## src/rtl/id_fwd_scoreboard_if.sv

```systemverilog
// Bundle of the ID-stage scoreboard signals: master is the pipeline/ID side,
// slave is the scoreboard itself.
interface id_fwd_scoreboard_if #(
  parameter int DATA_W = 32,
  parameter int ADDR_W = 5,
  parameter int NUM_RD = 2,
  parameter int DEPTH  = 3
);
  logic                     flush;
  logic                     iss_vld;
  logic                     iss_we;
  logic [ADDR_W-1:0]        iss_waddr;
  logic [NUM_RD-1:0]        rd_en;
  logic [NUM_RD*ADDR_W-1:0] rd_addr;
  logic [NUM_RD*DATA_W-1:0] rf_data;
  logic [DEPTH-1:0]         res_vld;
  logic [DEPTH*DATA_W-1:0]  res_data;
  logic [NUM_RD*DATA_W-1:0] rd_data;
  logic                     stall;
  logic                     busy;
  logic [31:0]              stall_cnt;

  modport master (
    output flush, iss_vld, iss_we, iss_waddr, rd_en, rd_addr, rf_data,
           res_vld, res_data,
    input  rd_data, stall, busy, stall_cnt
  );

  modport slave (
    input  flush, iss_vld, iss_we, iss_waddr, rd_en, rd_addr, rf_data,
           res_vld, res_data,
    output rd_data, stall, busy, stall_cnt
  );
endinterface

```

## src/rtl/id_fwd_scoreboard.sv

```systemverilog
// Operand-forwarding / hazard scoreboard for the ID stage: a DEPTH-slot shift
// of in-flight writes (slot0=EX). Optional stall counter under SB_STALL_CNT_EN.
module id_fwd_scoreboard #(
  parameter int DATA_W = 32,
  parameter int ADDR_W = 5,
  parameter int NUM_RD = 2,
  parameter int DEPTH  = 3
) (
  input logic               clk,
  input logic               rst_n,
  id_fwd_scoreboard_if.slave sb
);

  // Handshake: iss_vld is the ID-stage valid and ~stall is its ready. An
  // instruction is accepted into slot0 on a rising edge only when iss_vld=1,
  // stall=0 and flush=0; otherwise slot0 receives a bubble.

  logic [DEPTH-1:0]                slot_vld;
  logic [DEPTH-1:0]                slot_rdy;
  logic [DEPTH-1:0][ADDR_W-1:0]    slot_addr;
  logic [DEPTH-1:0][DATA_W-1:0]    slot_data;

  logic [DEPTH-1:0][DATA_W-1:0]    res_words;
  logic [NUM_RD-1:0][ADDR_W-1:0]   src_addr;
  logic [NUM_RD-1:0][DATA_W-1:0]   rf_words;
  logic [DEPTH-1:0]                live_rdy;
  logic [DEPTH-1:0][DATA_W-1:0]    live_data;
  logic [NUM_RD-1:0]               hazard;
  logic [NUM_RD-1:0][DATA_W-1:0]   fwd_data;
  logic                            stall_int;
  logic                            issue_vld;

  assign res_words = sb.res_data;
  assign src_addr  = sb.rd_addr;
  assign rf_words  = sb.rf_data;

  always_comb begin
    live_rdy  = '0;
    live_data = '0;
    for (int k = 0; k < DEPTH; k++) begin
      live_rdy[k]  = slot_rdy[k] | sb.res_vld[k];
      live_data[k] = sb.res_vld[k] ? res_words[k] : slot_data[k];
    end
  end

  // Walk oldest to youngest so the youngest matching slot overrides.
  always_comb begin
    hazard   = '0;
    fwd_data = '0;
    for (int p = 0; p < NUM_RD; p++) begin
      fwd_data[p] = rf_words[p];
      if (sb.rd_en[p] && (src_addr[p] != '0)) begin
        for (int k = DEPTH - 1; k >= 0; k--) begin
          if (slot_vld[k] && (slot_addr[k] == src_addr[p])) begin
            if (live_rdy[k]) begin
              fwd_data[p] = live_data[k];
              hazard[p]   = 1'b0;
            end else begin
              fwd_data[p] = rf_words[p];
              hazard[p]   = 1'b1;
            end
          end
        end
      end
    end
  end

  assign stall_int = sb.iss_vld & (|hazard) & ~sb.flush;
  assign issue_vld = sb.iss_vld & sb.iss_we & ~stall_int & ~sb.flush &
                     (sb.iss_waddr != '0);

  always_ff @(posedge clk) begin
    if (!rst_n) begin
      slot_vld  <= '0;
      slot_rdy  <= '0;
      slot_addr <= '0;
      slot_data <= '0;
    end else begin
      slot_vld[0]  <= issue_vld;
      slot_rdy[0]  <= 1'b0;
      slot_addr[0] <= sb.iss_waddr;
      slot_data[0] <= '0;
      for (int k = 1; k < DEPTH; k++) begin
        slot_vld[k]  <= slot_vld[k-1] & ~sb.flush;
        slot_rdy[k]  <= slot_vld[k-1] & live_rdy[k-1];
        slot_addr[k] <= slot_addr[k-1];
        slot_data[k] <= live_data[k-1];
      end
    end
  end

  // Outputs are forced quiet while reset is held, before the first edge.
  assign sb.rd_data = rst_n ? fwd_data : '0;
  assign sb.stall   = rst_n & stall_int;
  assign sb.busy    = rst_n & (|slot_vld);

`ifdef SB_STALL_CNT_EN
  logic [31:0] stall_cnt_q;

  always_ff @(posedge clk) begin
    if (!rst_n) begin
      stall_cnt_q <= '0;
    end else if (stall_int && (stall_cnt_q != 32'hFFFF_FFFF)) begin
      stall_cnt_q <= stall_cnt_q + 32'd1;
    end
  end

  assign sb.stall_cnt = rst_n ? stall_cnt_q : 32'd0;
`else
  assign sb.stall_cnt = 32'd0;
`endif

endmodule

```

## src/flat_wrapper.sv

```systemverilog
// flat-port wrapper written by rule: the top's interface ports become plain ports
module id_fwd_scoreboard_flat 
#(
  parameter int DATA_W = 32,
  parameter int ADDR_W = 5,
  parameter int NUM_RD = 2,
  parameter int DEPTH  = 3
)
  (clk, rst_n, sb_flush, sb_iss_vld, sb_iss_we, sb_iss_waddr, sb_rd_en, sb_rd_addr, sb_rf_data, sb_res_vld, sb_res_data, sb_rd_data, sb_stall, sb_busy, sb_stall_cnt);
  id_fwd_scoreboard_if #(.DATA_W(DATA_W), .ADDR_W(ADDR_W), .NUM_RD(NUM_RD), .DEPTH(DEPTH)) sb_i ();
  input logic clk;
  input logic rst_n;
  input wire logic [$bits(sb_i.flush)-1:0] sb_flush;
  input wire logic [$bits(sb_i.iss_vld)-1:0] sb_iss_vld;
  input wire logic [$bits(sb_i.iss_we)-1:0] sb_iss_we;
  input wire logic [$bits(sb_i.iss_waddr)-1:0] sb_iss_waddr;
  input wire logic [$bits(sb_i.rd_en)-1:0] sb_rd_en;
  input wire logic [$bits(sb_i.rd_addr)-1:0] sb_rd_addr;
  input wire logic [$bits(sb_i.rf_data)-1:0] sb_rf_data;
  input wire logic [$bits(sb_i.res_vld)-1:0] sb_res_vld;
  input wire logic [$bits(sb_i.res_data)-1:0] sb_res_data;
  output wire logic [$bits(sb_i.rd_data)-1:0] sb_rd_data;
  output wire logic [$bits(sb_i.stall)-1:0] sb_stall;
  output wire logic [$bits(sb_i.busy)-1:0] sb_busy;
  output wire logic [$bits(sb_i.stall_cnt)-1:0] sb_stall_cnt;
  assign sb_i.flush = sb_flush;
  assign sb_i.iss_vld = sb_iss_vld;
  assign sb_i.iss_we = sb_iss_we;
  assign sb_i.iss_waddr = sb_iss_waddr;
  assign sb_i.rd_en = sb_rd_en;
  assign sb_i.rd_addr = sb_rd_addr;
  assign sb_i.rf_data = sb_rf_data;
  assign sb_i.res_vld = sb_res_vld;
  assign sb_i.res_data = sb_res_data;
  assign sb_rd_data = sb_i.rd_data;
  assign sb_stall = sb_i.stall;
  assign sb_busy = sb_i.busy;
  assign sb_stall_cnt = sb_i.stall_cnt;
  id_fwd_scoreboard #(.DATA_W(DATA_W), .ADDR_W(ADDR_W), .NUM_RD(NUM_RD), .DEPTH(DEPTH)) u_core (.clk(clk), .rst_n(rst_n), .sb(sb_i));
endmodule
```

## config.mk

```make
export PLATFORM = sky130hd
export DESIGN_NAME = id_fwd_scoreboard_flat
export DESIGN_NICKNAME = d
export VERILOG_FILES = /design/src/rtl/id_fwd_scoreboard_if.sv /design/src/rtl/id_fwd_scoreboard.sv /design/src/flat_wrapper.sv
export SDC_FILE = /design/constraint.sdc
export NUM_CORES = 1
export LEC_CHECK = 0
export ABC_AREA = 1
export BUFFER_PORTS_ARGS = -buffer_cell sky130_fd_sc_hd__buf_2
export CORE_MARGIN = 4
export CORE_UTILIZATION = 48
export CTS_BUF_LIST = sky130_fd_sc_hd__clkbuf_8
export CTS_CLUSTER_DIAMETER = 120
export DETAILED_ROUTE_END_ITERATION = 7
export MAX_ROUTING_LAYER = met4
export PLACE_DENSITY = 0.78
export SYNTH_ARGS = -nofsm -noshare
export SYNTH_HDL_FRONTEND = slang
export SYNTH_SLANG_ARGS = --single-unit
```

## constraint.sdc

```tcl
create_clock -name clk -period 1.85 [get_ports clk]
set_input_delay 0.0925 -clock clk [delete_from_list [all_inputs] [get_ports clk]]
set_output_delay 0.0925 -clock clk [all_outputs]
set_load 0.02 [all_outputs]
```

# After elaboration in Yosys (flattened, before gate mapping)
# Cells that the tools add are included.
word_totals:
  register_bits: 85
  elab_cells: 73
classes:
  bitwise_logic: 17
  muxes: 29
  n_eq_ne: 6
  n_reduce_logical: 13
ops:
  columns: ["cell", "count"]
  rows:
  - ["$mux W32", 17]
  - ["$mux W64", 1]
  - ["$eq A5 B5 Y1", 6]
  - ["$reduce_bool A5 Y1", 3]
  - ["$and A1 B1 Y1", 12]
  - ["$mux W1", 11]
  - ["$logic_and A1 B1 Y1", 8]
  - ["$or A1 B1 Y1", 3]
  - ["$reduce_or A3 Y1", 1]
  - ["$not A1 Y1", 2]
  - ["$reduce_or A2 Y1", 1]

# Longest topological paths before layout
logic_depth:
  ltp_word: 13
  depth_mapped: 14

# Least setup slack after synthesis
# Ideal clock, no wire load.
synth_path:
  path_type: "reg-to-output"
  from: "reg u_core.slot_addr[5] in the netlist's numbering"
  to: "out sb_rd_data[22]"
  setup_slack_ps: 205
  required_ps: 1757
  stages_incl_launch_ff: 14
  arrival_time_ps: 1553
  cell_sequence: "dfxtp_1 -> inv_1 -> nand2_1 -> nand2_1 -> nor2_2 -> nand3_2 -> inv_2 -> buf_4 -> nand2_1 -> nand2_1 -> nand2_1 -> nand2_1 -> nand2_1 -> nor2_1"
synth_via:
  elab_chain_cells: 6
synth_rtl:
  columns: ["element", "line", "rtl"]
  rows:
  - ["from (decl)", "id_fwd_scoreboard.sv:20", "logic [DEPTH-1:0][ADDR_W-1:0] slot_addr;"]
  - ["from (signal, indexed assignment)", "id_fwd_scoreboard.sv:86", "slot_addr[k] <= slot_addr[k-1];"]
  - ["$eq A5 B5 Y1", "id_fwd_scoreboard.sv:54", "if (slot_vld[k] && (slot_addr[k] == src_addr[p])) begin"]
  - ["$logic_and A1 B1 Y1", "id_fwd_scoreboard.sv:54", null]
  - ["$mux W32 (2 in series)", "id_fwd_scoreboard.sv:54", null]
  - ["$mux W32", "id_fwd_scoreboard.sv:52", "if (sb.rd_en[p] && (src_addr[p] != '0)) begin"]
  - ["$mux W64", "id_fwd_scoreboard.sv:93", "assign sb.rd_data = rst_n ? fwd_data : '0;"]
  - ["to (decl)", "flat_wrapper.sv:22", "output wire logic [$bits(sb_i.rd_data)-1:0] sb_rd_data;"]
# Every way passes these cells.

# Worst setup path in the final report
layout_path:
  from: "reg u_core.slot_addr[8] in the netlist's numbering"
  to: "out sb_rd_data[9]"
# The elaborated chain is that of the path after synthesis.

==> run_results.csv <==
group,metric,value,unit
finish,design_area,11300,um^2
worst_setup_path,critical_path.cell_chain,"inv_2 -> nand2_1 -> nand2_1 -> nor2_2 -> nand3_4 -> nor2_4 -> inv_2 -> nand2_4 -> nand2_8 -> clkbuf_16 -> a21oi_2 -> nor2_1 -> buf_4",
logic_synthesis,synth.lib_cells_used.distinct,31,
placement,gp_routability_congestion,0.899,
worst_setup_path,worst-endpoint-arrival,2110,ps
cts,cts_tree,"done",
sta,max_clock_freq,454,MHz
global_routing,met1_usage,39.7,%
finish,post_route_cells_drive_above_1_share,32.9,%
cts,worstSkewPairLatency,380,ps
power_and_ir_drop,fin_total_pwr,4.88,mW
global_routing,grt_pass1_vias,9418,
global_routing,track_usage,32.4,%
sta,postLayoutSetupSlackWorst,-351,ps
logic_synthesis,netlist_top_cells_area,"sky130_fd_sc_hd__dfxtp_1 22%, sky130_fd_sc_hd__nand2_1 20%, sky130_fd_sc_hd__nor2_1 10%, sky130_fd_sc_hd__a21oi_1 6.9%, sky130_fd_sc_hd__nand3_1 6.5%",
detailed_routing,detail_route.first_pass.iterations,8,
global_routing,antenna_found_initial,1,
cts,clock_sinks,84,
worst_setup_path,worst_setup_path_category,"register to output pin",
run_status,violations,"negative setup slack",
logic_synthesis,synth.cell_area,7810,um^2
flow_run,drv_cap,0,
worst_setup_path,critPathMaxStageDelay,360,ps
logic_synthesis,total_number_of_yosys_warnings,0,
cts,cts-buffers-inserted,9,
logic_synthesis,syn_avg_cell_area,5.84,um^2
worst_setup_path,critical_path.max_fanout,6,
logic_synthesis,seq_area_frac_synth,21.5,%
detailed_routing,antenna_left,0,
floorplanning,die_w,136,um
global_routing,grt_first_pass_wirelength,46600,um
placement,placement.setup.worst_slack,-61.5,ps
finish,multi_input_comb_area,5430,um^2
global_routing,pin_count_of_the_biggest_net_entering_global_routing,86,
floorplanning,fp-row-count,46,
worst_setup_path,critPathLaunchType,"register",
cts,cts.reportedPaths.clkPinSlew,90,ps
worst_setup_path,end_kind,"output pin",
floorplanning,initial_utilization,49.0,%
detailed_routing,drt_iter0_drc,1121,
sta,final_hold_viol_count,0,
sta,layout_min_cycle_time,2200,ps
placement,placement.io_buffers,250,
finish,seqCellArea,1710,um^2
finish,area_delta_synth_final,44.1,%
sta,finalSetupViolations,65,
placement,place_area,9400,um^2
sta,slew_viol_final,0,
global_routing,grtUsageMet2,53.9,%
sta,rsz0062_at_grt,"yes",
global_routing,globalRouteOverflowTotal,0,
finish,number_of_inserted_filler_cells_in_the_final_layout,1336,
worst_setup_path,critPathRequiredTime,1760,ps
power_and_ir_drop,leakage,5.86,nW
logic_synthesis,ys_ff_latch,84,
logic_synthesis,post_synth_inst_count,1338,
detailed_routing,via_count,10100,
cts,ctsLongestPathBuffers,2,
floorplanning,chipHeight,136,um
worst_setup_path,critical_path.slowest_cell,"sky130_fd_sc_hd__dfxtp_2",
detailed_routing,drc,0,
floorplanning,io-pin-count,283,
detailed_routing,routed_wirelength,31600,um
min_path,hold_path.class,"primary input to register",
cts,cts_max_level,3,
logic_synthesis,synth.top_cell.area_share,21.5,%
detailed_routing,viasPerCell,5.46,
global_routing,globalRoute.busiestLayer,"met2",
floorplanning,core-area,15900,um^2
run_status,run_status,"complete, but fails checks",
detailed_routing,drt-wirelength-per-cell,17.0,um
cts,cts-root-buf,"sky130_fd_sc_hd__clkbuf_8",
global_routing,met3_layer_usage_reported_by_global_route,3.75,%
finish,finish.net_count,1819,
placement,dp_hpwl,20400,um
floorplanning,full_die_area,18400,um^2
power_and_ir_drop,peak_vdd_ir,0.000308,V
logic_synthesis,synth_top_area_cell,"sky130_fd_sc_hd__dfxtp_1",
sta,fin_crit_sh,119,%
power_and_ir_drop,pwr_density_cell,433,nW/um^2
sta,finalClockSkew,14.6,ps
[critical path, delay by kind of cell, from the launching register on]
| family | cells | cell delay [ps] |
|---|---|---|
| buffers and inverters | 4 | 430 |
| AND/OR/NAND/NOR | 8 | 830 |
| AO/OA/AOI/OAI | 1 | 120 |
| flip-flops | 1 | 360 |
[final cells by class]
cell class	count	share of cell area, %
flip-flops and latches	84	15.2
repair buffers	374	28.3
clock buffers	10	1.22
clock inverters	5	0.411
multi-input cells	1043	48.2
well taps	216	2.40
diodes	1	0.0222
inverters	122	4.18
[worst paths after layout]
check	start	endpoint	slack, ps	cells past startpoint
worst max-delay path	u_core.slot_addr[8]	sb_rd_data[9]	-350	13
worst max register to register	u_core.slot_addr[9]	u_core.slot_vld[0]	160	12
worst min-delay path	sb_res_data[40]	u_core.slot_data[72]	20	3
worst min register to register	u_core.slot_rdy[1]	u_core.slot_rdy[2]	450	2
[cell families (layout without fill, tap and decap cells)]
| group | count (synthesis) | in the layout | share of synthesized area [%] |
|---|---|---|---|
| compound gates | 215 | 215 | 20.0 |
| simple gates | 764 | 764 | 39.4 |
| mux | 32 | 32 | 4.10 |
| other cells | 1 | 33 | 0.0480 |
| buf+inv | 242 | 511 | 14.9 |
| flops | 84 | 84 | 21.5 |
[synthesized netlist by cell type]
cell type,instances
sky130_fd_sc_hd__a21boi_0,1
sky130_fd_sc_hd__a21oi_1,108
sky130_fd_sc_hd__a21oi_2,27
sky130_fd_sc_hd__a21oi_4,30
sky130_fd_sc_hd__buf_1,4
sky130_fd_sc_hd__buf_12,3
sky130_fd_sc_hd__buf_2,42
sky130_fd_sc_hd__buf_4,36
sky130_fd_sc_hd__buf_6,3
sky130_fd_sc_hd__clkbuf_1,32
sky130_fd_sc_hd__clkinv_1,1
sky130_fd_sc_hd__conb_1,1
sky130_fd_sc_hd__dfxtp_1,84
sky130_fd_sc_hd__inv_1,105
sky130_fd_sc_hd__inv_2,16
sky130_fd_sc_hd__mux2i_1,32
sky130_fd_sc_hd__nand2_1,420
sky130_fd_sc_hd__nand2_2,3
sky130_fd_sc_hd__nand2_4,1
sky130_fd_sc_hd__nand3_1,102
sky130_fd_sc_hd__nand3_2,2
sky130_fd_sc_hd__nand4_1,3
sky130_fd_sc_hd__nor2_1,216
sky130_fd_sc_hd__nor2_2,8
sky130_fd_sc_hd__nor2_4,3
sky130_fd_sc_hd__nor3_1,5
sky130_fd_sc_hd__o211ai_1,1
sky130_fd_sc_hd__o21ai_0,14
sky130_fd_sc_hd__o21ai_1,3
sky130_fd_sc_hd__o22ai_1,31
sky130_fd_sc_hd__or2_2,1
[layout by cell type (no fill, tap or decap), types with 31 or more instances in the layout]
cell type / instances
sky130_fd_sc_hd__nand2_1: 387
sky130_fd_sc_hd__nor2_1: 204
sky130_fd_sc_hd__buf_2: 195
sky130_fd_sc_hd__nand3_1: 95
sky130_fd_sc_hd__inv_1: 93
sky130_fd_sc_hd__a21oi_1: 93
sky130_fd_sc_hd__dfxtp_1: 67
sky130_fd_sc_hd__buf_4: 56
sky130_fd_sc_hd__buf_6: 41
sky130_fd_sc_hd__dlygate4sd3_1: 40
sky130_fd_sc_hd__a21oi_2: 38
sky130_fd_sc_hd__a21oi_4: 34
sky130_fd_sc_hd__nand2_2: 32
sky130_fd_sc_hd__mux2i_1: 32
sky130_fd_sc_hd__conb_1: 32
sky130_fd_sc_hd__o22ai_1: 31
[flip-flops by register name, summed over array words and instances (netlist names)]
| register | cells |
|---|---|
| u_core.slot_vld | 3 |
| u_core.slot_addr | 15 |
| u_core.slot_data | 64 |
| u_core.slot_rdy | 2 |
[power by group]
group / leakage, nW / total, mW / internal (mW) / switching [mW]
clock network: 0.106 / 1.33 / 0.638 / 0.688
logic: 5.06 / 1.63 / 0.651 / 0.981
registers: 0.698 / 1.92 / 1.89 / 0.0341
[what timing repair did]
item                                    in CTS  in global routing
endpoints found under the setup margin      65                 65
cloned                                       5                 11
hold buffers                                40                  0
pin swaps                                   33                 36
buffers inserted                             6                  9
endpoints found under the hold margin       41                  0
resized for setup                          168                 79
[layer usage]
layer  vias to the layer above  wire length [um]
met3                       112              3120
met1                      4584             12200
met5                         -                 0
met4                         0              1310
li1                       4766                 -
met2                       675             15000
[stage by stage]
stage / cells / hold WS, ps / util, % / TNS (ps)
final: 1855 / 17.3 / 70.6 / -19560
after global routing: 1855 / 18.6 / 70.6 / -25970
after CTS: 1834 / 5.52 / 66.8 / -18650
after detailed placement: 1768 / 295 / 58.9 / -541
after global placement: 1768 / 289 / 58.9 / -220
after floorplan: 1369 / 165 / - / 0
Power figures use the tool's default switching activity.
